**src/rtl/param_reg_file_sb.sv**
```systemverilog
// Parametrised register file with two combinational read ports, one write port,
// optional write-to-read bypass, optional hardwired zero register and a per-register busy scoreboard.
module param_reg_file_sb #(
  parameter int DATA_W   = 8,
  parameter int ADDR_W   = 3,
  parameter int BYPASS   = 1,
  parameter int ZERO_REG = 0
) (
  input  logic                 CLK,
  input  logic                 RESET_N,
  input  logic [DATA_W-1:0]    IN,
  input  logic [ADDR_W-1:0]    INADDRESS,
  input  logic                 WRITE,
  input  logic [ADDR_W-1:0]    OUT1ADDRESS,
  input  logic [ADDR_W-1:0]    OUT2ADDRESS,
  output logic [DATA_W-1:0]    OUT1,
  output logic [DATA_W-1:0]    OUT2,
  input  logic                 SET_BUSY,
  input  logic [ADDR_W-1:0]    BUSYADDRESS,
  output logic                 OUT1_BUSY,
  output logic                 OUT2_BUSY,
  output logic                 STALL,
  output logic [2**ADDR_W-1:0] BUSY_VEC
);

  localparam int DEPTH = 2**ADDR_W;

  logic [DATA_W-1:0] regs [DEPTH];
  logic [DEPTH-1:0]  busy;
  logic              wr_ok;
  logic              sb_ok;

  function automatic logic is_zero_addr(input logic [ADDR_W-1:0] a);
    return (ZERO_REG != 0) && (a == {ADDR_W{1'b0}});
  endfunction

  assign wr_ok = WRITE && !is_zero_addr(INADDRESS);
  assign sb_ok = SET_BUSY && !is_zero_addr(BUSYADDRESS);

  // data storage
  always_ff @(posedge CLK or negedge RESET_N) begin
    if (!RESET_N) begin
      for (int i = 0; i < DEPTH; i++) regs[i] <= {DATA_W{1'b0}};
    end else if (wr_ok) begin
      regs[INADDRESS] <= IN;
    end
  end

  // scoreboard: a same-cycle SET_BUSY overrides the clear from a write (new issue wins)
  always_ff @(posedge CLK or negedge RESET_N) begin
    if (!RESET_N) begin
      busy <= {DEPTH{1'b0}};
    end else begin
      if (wr_ok) busy[INADDRESS] <= 1'b0;
      if (sb_ok) busy[BUSYADDRESS] <= 1'b1;
    end
  end

  // read port 1; outputs are forced low while reset is held
  always_comb begin
    OUT1      = {DATA_W{1'b0}};
    OUT1_BUSY = 1'b0;
    if (!RESET_N || is_zero_addr(OUT1ADDRESS)) begin
      OUT1      = {DATA_W{1'b0}};
      OUT1_BUSY = 1'b0;
    end else if ((BYPASS != 0) && WRITE && (OUT1ADDRESS == INADDRESS)) begin
      OUT1      = IN;
      OUT1_BUSY = 1'b0;
    end else begin
      OUT1      = regs[OUT1ADDRESS];
      OUT1_BUSY = busy[OUT1ADDRESS];
    end
  end

  // read port 2
  always_comb begin
    OUT2      = {DATA_W{1'b0}};
    OUT2_BUSY = 1'b0;
    if (!RESET_N || is_zero_addr(OUT2ADDRESS)) begin
      OUT2      = {DATA_W{1'b0}};
      OUT2_BUSY = 1'b0;
    end else if ((BYPASS != 0) && WRITE && (OUT2ADDRESS == INADDRESS)) begin
      OUT2      = IN;
      OUT2_BUSY = 1'b0;
    end else begin
      OUT2      = regs[OUT2ADDRESS];
      OUT2_BUSY = busy[OUT2ADDRESS];
    end
  end

  // stall and busy vector
  always_comb begin
    STALL    = OUT1_BUSY | OUT2_BUSY;
    BUSY_VEC = {DEPTH{1'b0}};
    if (RESET_N) begin
      BUSY_VEC = busy;
      if (ZERO_REG != 0) BUSY_VEC[0] = 1'b0;
    end else begin
      BUSY_VEC = {DEPTH{1'b0}};
    end
  end

endmodule

```
**config.mk**
```make
export PLATFORM = sky130hd
export DESIGN_NAME = param_reg_file_sb
export DESIGN_NICKNAME = d
export VERILOG_FILES = /design/src/rtl/param_reg_file_sb.sv
export SDC_FILE = /design/constraint.sdc
export NUM_CORES = 1
export LEC_CHECK = 0
export BUFFER_PORTS_ARGS = -buffer_cell sky130_fd_sc_hd__buf_2
export CORE_ASPECT_RATIO = 0.7
export CORE_MARGIN = 2
export CORE_UTILIZATION = 45
export CTS_CLUSTER_SIZE = 16
export DETAILED_ROUTE_END_ITERATION = 10
export GPL_ROUTABILITY_DRIVEN = 0
export PLACE_DENSITY = 0.61
export SYNTH_ARGS = -nofsm -noshare
export SYNTH_HDL_FRONTEND = slang
export SYNTH_SLANG_ARGS = --single-unit
```
**constraint.sdc**
```tcl
create_clock -name CLK -period 6.6 [get_ports CLK]
set_clock_uncertainty 0.1 [all_clocks]
set_input_delay 1.65 -clock CLK [delete_from_list [all_inputs] [get_ports CLK]]
set_output_delay 1.65 -clock CLK [all_outputs]
set_load 0.01 [all_outputs]
```
== Yosys cells after proc, flatten, opt, wreduce, memory -nomap -nowiden ==
Index checks and enable logic that the tools add are counted.

* Multipliers: 0
* Div/mod/pow operators: 0
* Mux-type cells: 28
* Order comparisons: 10
* Eq/ne operators: 2
* Shift operators: 0
* Bitwise gates (word level): 7
* Add/subtract/negate cells: 0
* Reduce and logical (&&, ||, !) cells: 5

{| class="wikitable"
|+ Operators by type and width
! cell !! number
|-
| 2-to-1 mux 8 bit || 12
|-
| bitwise mux 64 bit || 1
|-
| binary-select mux 8 bit (select 3 bit) || 2
|-
| demux 8 bit (select 3 bit) || 1
|-
| < comparator 3 x 4 -> 1 bit (second input constant) || 4
|-
| >= comparator 4 bit (second input constant) || 3
|-
| NOT 3 -> 4 bit || 3
|-
| bitwise AND 8 bit || 1
|-
| 2-to-1 mux 1 bit || 8
|-
| NOT 8 bit || 1
|-
| bitwise OR 8 bit || 1
|-
| binary-select mux 1 bit (select 3 bit) || 2
|-
| demux 1 bit (select 3 bit) || 2
|-
| equality test 3 bit || 2
|-
| >= comparator 3 x 1 -> 1 bit (second input constant) || 2
|-
| logical AND 1 bit || 5
|-
| < comparator 4 x 1 -> 1 bit (second input constant) || 1
|-
| bitwise OR 1 bit || 1
|}

* Logic and storage cells: 61
* Bits in latches: 0
* Input port bits: 24
* Register bits: 72
* Memories: 0
* Memory bits (writable): 0
* Bits in read-only memories: 0

== Longest topological paths before layout ==
Gate-level depths: netlist of run 1.

* Depth in word-level cells: 9
* Mapped depth: 7
* Gate-level depth less buffers: 4

== Worst setup path after synthesis of run 1 ==
No wires, ideal clock.

* Kind: input -> output
* Start point: input OUT1ADDRESS[1]
* End point: output OUT1[5]
* Stages on the path: 5
* Buffers on the path: 2
* Arrival time: 2.685 ns
* Path slack: 2.165 ns
* Cell sequence: buf_6 -> clkbuf_8 -> mux4_2 -> a21oi_1 -> a21oi_1

* Word-level cells in the longest chain between the ends: 6
* Elaborated cells between the ends (all ways): 8

{| class="wikitable"
|+ RTL lines
! element !! line !! source
|-
| start: declaration || 14 || <nowiki>input logic [ADDR_W-1:0] OUT1ADDRESS,</nowiki>
|-
| NOT 3 -> 4 bit (implied by the code) || 70 || <nowiki>OUT1 = regs[OUT1ADDRESS];</nowiki>
|-
| binary-select mux 8 bit (select 3 bit) || 70 ||
|-
| 2-to-1 mux 8 bit (implied by the code) (2 in a row) || 70 ||
|-
| 2-to-1 mux 8 bit * || 66 || <nowiki>end else if ((BYPASS != 0) && WRITE && (OUT1ADDRESS == INADDRESS)) begin</nowiki>
|-
| 2-to-1 mux 8 bit * || 63 || <nowiki>if (!RESET_N || is_zero_addr(OUT1ADDRESS)) begin</nowiki>
|-
| end: declaration || 16 || <nowiki>output logic [DATA_W-1:0] OUT1,</nowiki>
|}

Mark *: on every way between the ends. The rest lies on a longest branch, timed or not. The select of a mux whose other input is x is not followed.

== Worst setup path after layout of run 1 ==
* Start point: input OUT1ADDRESS[0]
* End point: output STALL

* Word-level cells in the longest chain between the ends: 5
* Elaborated cells between the ends (all ways): 7

{| class="wikitable"
|+ RTL lines
! element !! line !! source
|-
| binary-select mux 1 bit (select 3 bit) / equality test 3 bit (equally long branches) || 71, 66 ||
|-
| 2-to-1 mux 1 bit (implied by the code) / logical AND 1 bit (equally long branches) || 71, 66 ||
|-
| 2-to-1 mux 1 bit * || 66 ||
|-
| 2-to-1 mux 1 bit * || 63 ||
|-
| bitwise OR 1 bit * || 93 || <nowiki>STALL = OUT1_BUSY | OUT2_BUSY;</nowiki>
|-
| end: declaration || 22 || <nowiki>output logic STALL,</nowiki>
|}

Marks and branches as above.

==> results.py, run 1 <==
metrics = {
    "run_status": {
        "status": "finished, final reports clean",
    },
    "drt": {
        "detail_route.drc_violations": 0,
        "dr.first_iter.drc_count": 221,
        "viasPerCell": 5.988,
        "firstDrtPassIters": 5,
        "wl_per_cell_um": 22.07,
        "drtAntennaViolNets": 0,
        "route.vias.total": 3102,
        "totalWireLength_um": 11430,
    },
    "grt": {
        "vias_in_the_first_global_route": 3127,
        "first_pass_grt_wire_length_um": 18130,
        "grt_max_degree": 70,
        "grt_remaining_overflow": 0,
        "antenna_found_initial": 0,
        "track_usage_pct": 23.60,
    },
    "place": {
        "place.port_buffers": 50,
        "placed_area_um2": 4567,
        "dp_cells": 502,
        "dp_hpwl_um": 7295,
    },
    "flow_run": {
        "max_cap_violations": 0,
    },
    "yosys": {
        "post_synth_xor_area_fraction_pct": 1.222,
        "synth_cells": 353,
        "synthMuxAreaShare_pct": 34.40,
        "synth_seq_area_share_pct": 41.91,
        "ys.flop_type": "sky130_fd_sc_hd__dfrtp_1",
        "netlist-cell-type-count": 40,
        "synth.net_count": 377,
        "synth_async_sr_flop_share_pct": 100.0,
        "post_synth_and_or_nand_nor_area_fraction_pct": 7.363,
        "synth-compound-area-share_pct": 9.983,
        "syn_area_um2": 4299,
        "ys.warnings.count": 0,
        "dominant_combinational_cell_family_by_area_after_synthesis": "multiplexers",
        "yosys_register_bits": 72,
        "syn_avg_cell_area_um2": 12.18,
        "synth_fa_ha_area_share_pct": 0,
        "synth-edff-count": 0,
    },
    "power_and_ir_drop": {
        "power_leakage_uw": 0.002166,
        "total_power_density_per_cell_area_nw_per_um2": 300.8,
        "fin_total_pwr_uw": 1470,
        "irDropWorstVdd_mv": 0.1466,
    },
    "timing": {
        "rsz0062_at_grt": "no",
        "setup-tns-final_ns": 0,
        "min_period_over_period_pct": 82.10,
        "achievable_clock_frequency_mhz": 184.5,
        "setup-violations-final": 0,
        "min_period_ns": 5.419,
        "timing_max_transition_violations_final": 0,
        "timing.max_slew.rel_slack_pct": 38.63,
        "finalHoldViolations": 0,
        "tightestPinTransition_ns": 0.9179,
    },
    "critical_path": {
        "worstReg2RegEnd": "regs[19]$_DFFE_PN0P_",
        "cp_cell_sequence": "buf_2, xnor2_1, nand4_1, and4_1, o21bai_1, buf_2",
        "worst-endpoint-arrival_ns": 3.67,
        "end_kind": "output pin",
        "timing.rr.start": "regs[19]$_DFFE_PN0P_",
        "worst-path-buf-inv": 2,
        "cpMaxStageDelayCell": "sky130_fd_sc_hd__nand4_1",
        "critical-path-top-cell-by-count": "sky130_fd_sc_hd__buf_2",
        "reg2reg_depth": 1,
        "timing.critical_path.max_delay_family": "simple AND/OR/NAND/NOR gates",
        "crit_fanout": 17,
        "critical_path_required_ns": 4.85,
        "crit_path_max_incr_delay_ns": 0.74,
        "reg2reg_slack_ns": 5.71,
        "worst_setup_path_start_kind": "input port",
        "timing.setup.critical_path_class": "in2out",
    },
    "cells_and_area": {
        "design_area_um2": 4886,
        "num_antenna_cells": 0,
        "fin_nets": 413,
        "fillers": 818,
        "finalNonFillerCells": 518,
        "post_route_cells_drive_above_1_share_pct": 39.34,
        "fin_util_pct": 53.22,
        "area_delta_synth_final_pct": 13.65,
    },
    "floorplan": {
        "initial_utilization_pct": 46.83,
        "die_w_um": 120.8,
        "floorplan_die_area_um2": 10360,
        "core_region_area_um2": 9180,
        "core.rowCount": 29,
        "io_pins": 51,
        "die_h_um": 85.78,
    },
    "clock_network": {
        "clock_sinks": 72,
        "post_cts_repair_timing_setup_buffer_count": 0,
        "numCtsBuffers": 9,
        "cts.root.buffer_cell": "sky130_fd_sc_hd__clkbuf_16",
        "path_clk_slew_ns": 0.06,
        "clkLatencyLatePin_ns": 0.33,
        "htreeDepth": 3,
        "cts.repair.resized": 0,
        "cts.path.max_buffers": 2,
        "tritoncts_clock_tree": "yes",
        "cts.hold.buffers_added": 0,
    },
    "min_path": {
        "whs_path_depth": 1,
        "worstHoldEndpoint": "regs[55]$_DFFE_PN0P_",
        "worst_hold_start": "regs[55]$_DFFE_PN0P_",
        "timing.hold.worst.class": "reg2reg",
    },
}
[layout make-up]
type / count / area, µm² / area share, %
multi-input combinational: 243 / 2277 / 46.61
inverter: 8 / 30.03 / 0.6146
tap: 124 / 155.1 / 3.175
clock inverter: 2 / 35.03 / 0.7170
timing repair buffer: 55 / 302.8 / 6.197
sequential: 72 / 1802 / 36.88
clock buffer: 14 / 284.0 / 5.813
[stage by stage]
step           hold slack, ns  worst slack, ns
2_1_floorplan          0.3840            2.165
3_3_place_gp           0.4025            1.256
3_5_place_dp           0.4144            1.229
4_1_cts                0.4271            1.223
5_1_grt                0.4423            1.022
6_report               0.4222            1.181
[state kept, by name, indices dropped and copies added, names as in the netlist]
register,cells
regs,64
busy,8
[cells by family after synthesis]
logic type	count (synthesis)
and+or+nand+nor	46
xor gates and xnor gates	6
buffers and inverters	38
DFF	72
AOI/OAI and AO/OA	76
muxes	115
[cell usage after synthesis (2+ instances only)]
cell | count | share of area (%)
sky130_fd_sc_hd__mux2_2 | 64 | 17
sky130_fd_sc_hd__inv_1 | 8 | 0.70
sky130_fd_sc_hd__o21ai_0 | 21 | 2.4
sky130_fd_sc_hd__o22ai_1 | 16 | 2.3
sky130_fd_sc_hd__nor3_4 | 2 | 0.76
sky130_fd_sc_hd__dfrtp_1 | 72 | 42
sky130_fd_sc_hd__nor2_1 | 7 | 0.61
sky130_fd_sc_hd__xnor2_1 | 6 | 1.2
sky130_fd_sc_hd__buf_4 | 7 | 1.2
sky130_fd_sc_hd__o2111ai_1 | 2 | 0.41
sky130_fd_sc_hd__nand2b_1 | 3 | 0.44
sky130_fd_sc_hd__nand4_1 | 3 | 0.44
sky130_fd_sc_hd__a21oi_1 | 29 | 3.4
sky130_fd_sc_hd__o32ai_1 | 2 | 0.41
sky130_fd_sc_hd__mux4_1 | 6 | 3.7
sky130_fd_sc_hd__nor3b_4 | 2 | 0.87
sky130_fd_sc_hd__nand4b_2 | 2 | 0.70
sky130_fd_sc_hd__mux4_2 | 12 | 6.3
sky130_fd_sc_hd__clkbuf_1 | 4 | 0.35
sky130_fd_sc_hd__a31oi_1 | 2 | 0.29
sky130_fd_sc_hd__and2_1 | 5 | 0.73
sky130_fd_sc_hd__buf_6 | 3 | 0.79
sky130_fd_sc_hd__nand2_1 | 13 | 1.1
sky130_fd_sc_hd__mux2i_1 | 33 | 7.7
sky130_fd_sc_hd__nand3_1 | 2 | 0.23
sky130_fd_sc_hd__buf_2 | 6 | 0.70
sky130_fd_sc_hd__buf_1 | 8 | 0.70
[how the worst max path moves through the flow]
stage                     depth (start not counted)      startpoint  slack (ns)       to
final                                             6  OUT1ADDRESS[0]        1.18    STALL
after global routing                              6  OUT1ADDRESS[0]        1.02  OUT1[5]
after CTS                                         6  OUT1ADDRESS[0]        1.22    STALL
after detailed placement                          6  OUT1ADDRESS[0]        1.23    STALL
after global placement                            6  OUT1ADDRESS[0]        1.26    STALL
after floorplan                                   5  OUT1ADDRESS[1]        2.17  OUT1[5]
[layout by cell type, fill, tap and decap left out, types with 3 or more instances in the layout]
master                      synthesis  routed
sky130_fd_sc_hd__clkbuf_8           1       4
sky130_fd_sc_hd__nand2_1           13      13
sky130_fd_sc_hd__nor2_1             7       7
sky130_fd_sc_hd__mux2_2            64      64
sky130_fd_sc_hd__inv_1              8       8
sky130_fd_sc_hd__buf_2              6      49
sky130_fd_sc_hd__o21ai_0           21      21
sky130_fd_sc_hd__and2_1             5       5
sky130_fd_sc_hd__mux4_2            12      12
sky130_fd_sc_hd__nand4_1            3       3
sky130_fd_sc_hd__clkbuf_16          0       9
sky130_fd_sc_hd__mux4_1             6       6
sky130_fd_sc_hd__dfrtp_1           72      72
sky130_fd_sc_hd__mux2i_1           33      33
sky130_fd_sc_hd__a21oi_1           29      29
sky130_fd_sc_hd__xnor2_1            6       6
sky130_fd_sc_hd__o22ai_1           16      16
sky130_fd_sc_hd__buf_4              7       5
sky130_fd_sc_hd__nand2b_1           3       3
[where the power goes]
group | switching [µW] | internal, µW | leakage (µW)
sequential | 70.3 | 539 | 0.000861
clock | 185 | 334 | 0.000159
combinational | 156 | 187 | 0.00115
total | 411 | 1060 | 0.00217
[per-layer routing]
metal  vias to the layer above  part of all wire (%)  global-route usage (%)
li1                       1394                     -                       -
met1                      1588                    48                   34.94
met2                       101                    43                   33.30
met3                        19                   7.5                   7.114
met4                         0                   1.7                   7.082
met5                         -                     0                       0
No activity file was read; power rests on OpenSTA's default activity.
==> run 2, diff against run 1 <==
==> constraint.sdc (replaced) <==
create_clock -name CLK -period 5.45 [get_ports CLK]
set_clock_uncertainty 0.1 [all_clocks]
set_input_delay 1.3625 -clock CLK [delete_from_list [all_inputs] [get_ports CLK]]
set_output_delay 1.3625 -clock CLK [all_outputs]
set_load 0.01 [all_outputs]
==> results.py, run 2 (synthesis gave the netlist of run 1 again) <==
metrics = {
    "run_status": {
        "status": "finished, final reports clean",
    },
    "clock_network": {
        "numCtsBuffers": 9,
        "cts.path.max_buffers": 2,
        "post_cts_repair_timing_setup_buffer_count": 0,
        "path_clk_slew_ns": 0.05,
        "clock_sinks": 72,
        "clkLatencyLatePin_ns": 0.33,
        "cts.root.buffer_cell": "sky130_fd_sc_hd__clkbuf_16",
        "htreeDepth": 3,
        "cts.hold.buffers_added": 0,
        "tritoncts_clock_tree": "yes",
        "cts.repair.resized": 0,
    },
    "grt": {
        "first_pass_grt_wire_length_um": 17980,
        "track_usage_pct": 23.46,
        "antenna_found_initial": 0,
        "grt_remaining_overflow": 0,
        "vias_in_the_first_global_route": 3081,
        "grt_max_degree": 42,
    },
    "place": {
        "placed_area_um2": 4582,
        "dp_hpwl_um": 7690,
        "place.port_buffers": 50,
    },
    "drt": {
        "viasPerCell": 6.068,
        "drtAntennaViolNets": 0,
        "dr.first_iter.drc_count": 356,
        "wl_per_cell_um": 22.09,
        "route.vias.total": 3143,
        "totalWireLength_um": 11440,
        "detail_route.drc_violations": 0,
        "firstDrtPassIters": 5,
    },
    "cells_and_area": {
        "area_delta_synth_final_pct": 12.95,
        "largest_registers": "regs: 64 flops, busy: 8 flops",
        "largest_register": "regs",
        "fin_nets": 415,
        "post_route_cells_drive_above_1_share_pct": 39.09,
        "num_antenna_cells": 0,
        "design_area_um2": 4856,
        "commonest_non_fill_non_tap_cells_in_the_layout": "72 x sky130_fd_sc_hd__dfrtp_1, 64 x sky130_fd_sc_hd__mux2_2, 49 x sky130_fd_sc_hd__buf_2, 33 x sky130_fd_sc_hd__mux2i_1, 29 x sky130_fd_sc_hd__a21oi_1",
        "fillers": 806,
        "layout.cells.most_common": "sky130_fd_sc_hd__dfrtp_1",
        "flip_flop_count_of_the_largest_register_all_copies_and_words_added": 64,
    },
    "timing": {
        "min_period_over_period_pct": 83.55,
        "rsz0062_at_grt": "no",
        "setup-tns-final_ns": 0,
        "achievable_clock_frequency_mhz": 219.6,
        "tightestPinTransition_ns": 0.8657,
        "timing_max_transition_violations_final": 0,
        "timing.max_slew.rel_slack_pct": 41.98,
        "setup-violations-final": 0,
        "finalHoldViolations": 0,
        "min_period_ns": 4.554,
        "holdWs_ns": 0.4260,
    },
    "power_and_ir_drop": {
        "total_power_density_per_cell_area_nw_per_um2": 352.3,
        "power_leakage_uw": 0.002150,
        "irDropWorstVdd_mv": 0.2302,
    },
    "floorplan": {
        "floorplan_die_area_um2": 10360,
        "io_pins": 51,
        "core.rowCount": 29,
        "die_w_um": 120.8,
        "initial_utilization_pct": 46.83,
        "die_h_um": 85.78,
        "core_region_area_um2": 9180,
    },
    "min_path": {
        "worst_hold_start": "regs[1]$_DFFE_PN0P_",
        "worstHoldEndpoint": "regs[1]$_DFFE_PN0P_",
        "timing.hold.worst.class": "reg2reg",
        "whs_path_depth": 1,
    },
    "flow_run": {
        "max_cap_violations": 0,
    },
    "critical_path": {
        "worst_setup_path_start_kind": "input port",
        "timing.setup.critical_path_class": "in2out",
        "reg2reg_depth": 1,
        "critical_path_required_ns": 3.99,
        "crit_fanout": 19,
        "end_kind": "output pin",
        "worstReg2RegEnd": "regs[30]$_DFFE_PN0P_",
        "timing.rr.start": "regs[30]$_DFFE_PN0P_",
        "reg2reg_slack_ns": 4.53,
        "worst-endpoint-arrival_ns": 3.09,
    },
}
run 2: through the flow:
step	power [µW]	setup WS [ns]	utilization (%)	cells
finish	1711	0.8963	52.90	518
global route	1801	0.7719	52.90	518
CTS	1718	0.9350	52.90	518
detailed placement	1166	0.9348	49.91	504
global placement	1152	0.9926	49.91	504
floorplan	1034	1.590	-	353
run 2: worst max-delay path by stage:
stage | from | to | slack, ns | cells past startpoint
floorplan | OUT1ADDRESS[1] | OUT1[5] | 1.59 | 5
CTS | OUT2ADDRESS[1] | OUT2[5] | 0.93 | 7
global route | OUT2ADDRESS[1] | OUT2[4] | 0.77 | 6
global placement | OUT2ADDRESS[1] | OUT2[5] | 0.99 | 6
finish | OUT2ADDRESS[1] | OUT2[5] | 0.90 | 7
detailed placement | OUT2ADDRESS[1] | OUT2[5] | 0.93 | 7
run 2: worst max-delay path, stage by stage:
cell,delay (ns)
sky130_fd_sc_hd__buf_2,0.41
sky130_fd_sc_hd__xnor2_1,0.19
sky130_fd_sc_hd__nand4_1,0.36
sky130_fd_sc_hd__buf_4,0.32
sky130_fd_sc_hd__o21ai_0,0.17
sky130_fd_sc_hd__a21oi_1,0.10
sky130_fd_sc_hd__buf_2,0.16
run 2: layer usage:
metal	track usage, %	wire (µm)
met5	0	0
met4	4.545	76
met3	7.713	944
met2	32.79	4914
met1	35.62	5505
run 2: report_power, final:
part | internal, µW | switching, µW
Clock | 340 | 206
Sequential | 653 | 91.0
Combinational | 227 | 193
run 2: cell type report:
cell class	count	area, µm²	area share [%]
Timing Repair Buffer	57	317.8	6.545
Inverter	8	30.03	0.6184
Sequential cell	72	1802	37.10
Tap cell	124	155.1	3.195
Clock buffer	14	274.0	5.643
Multi-Input combinational cell	243	2277	46.90
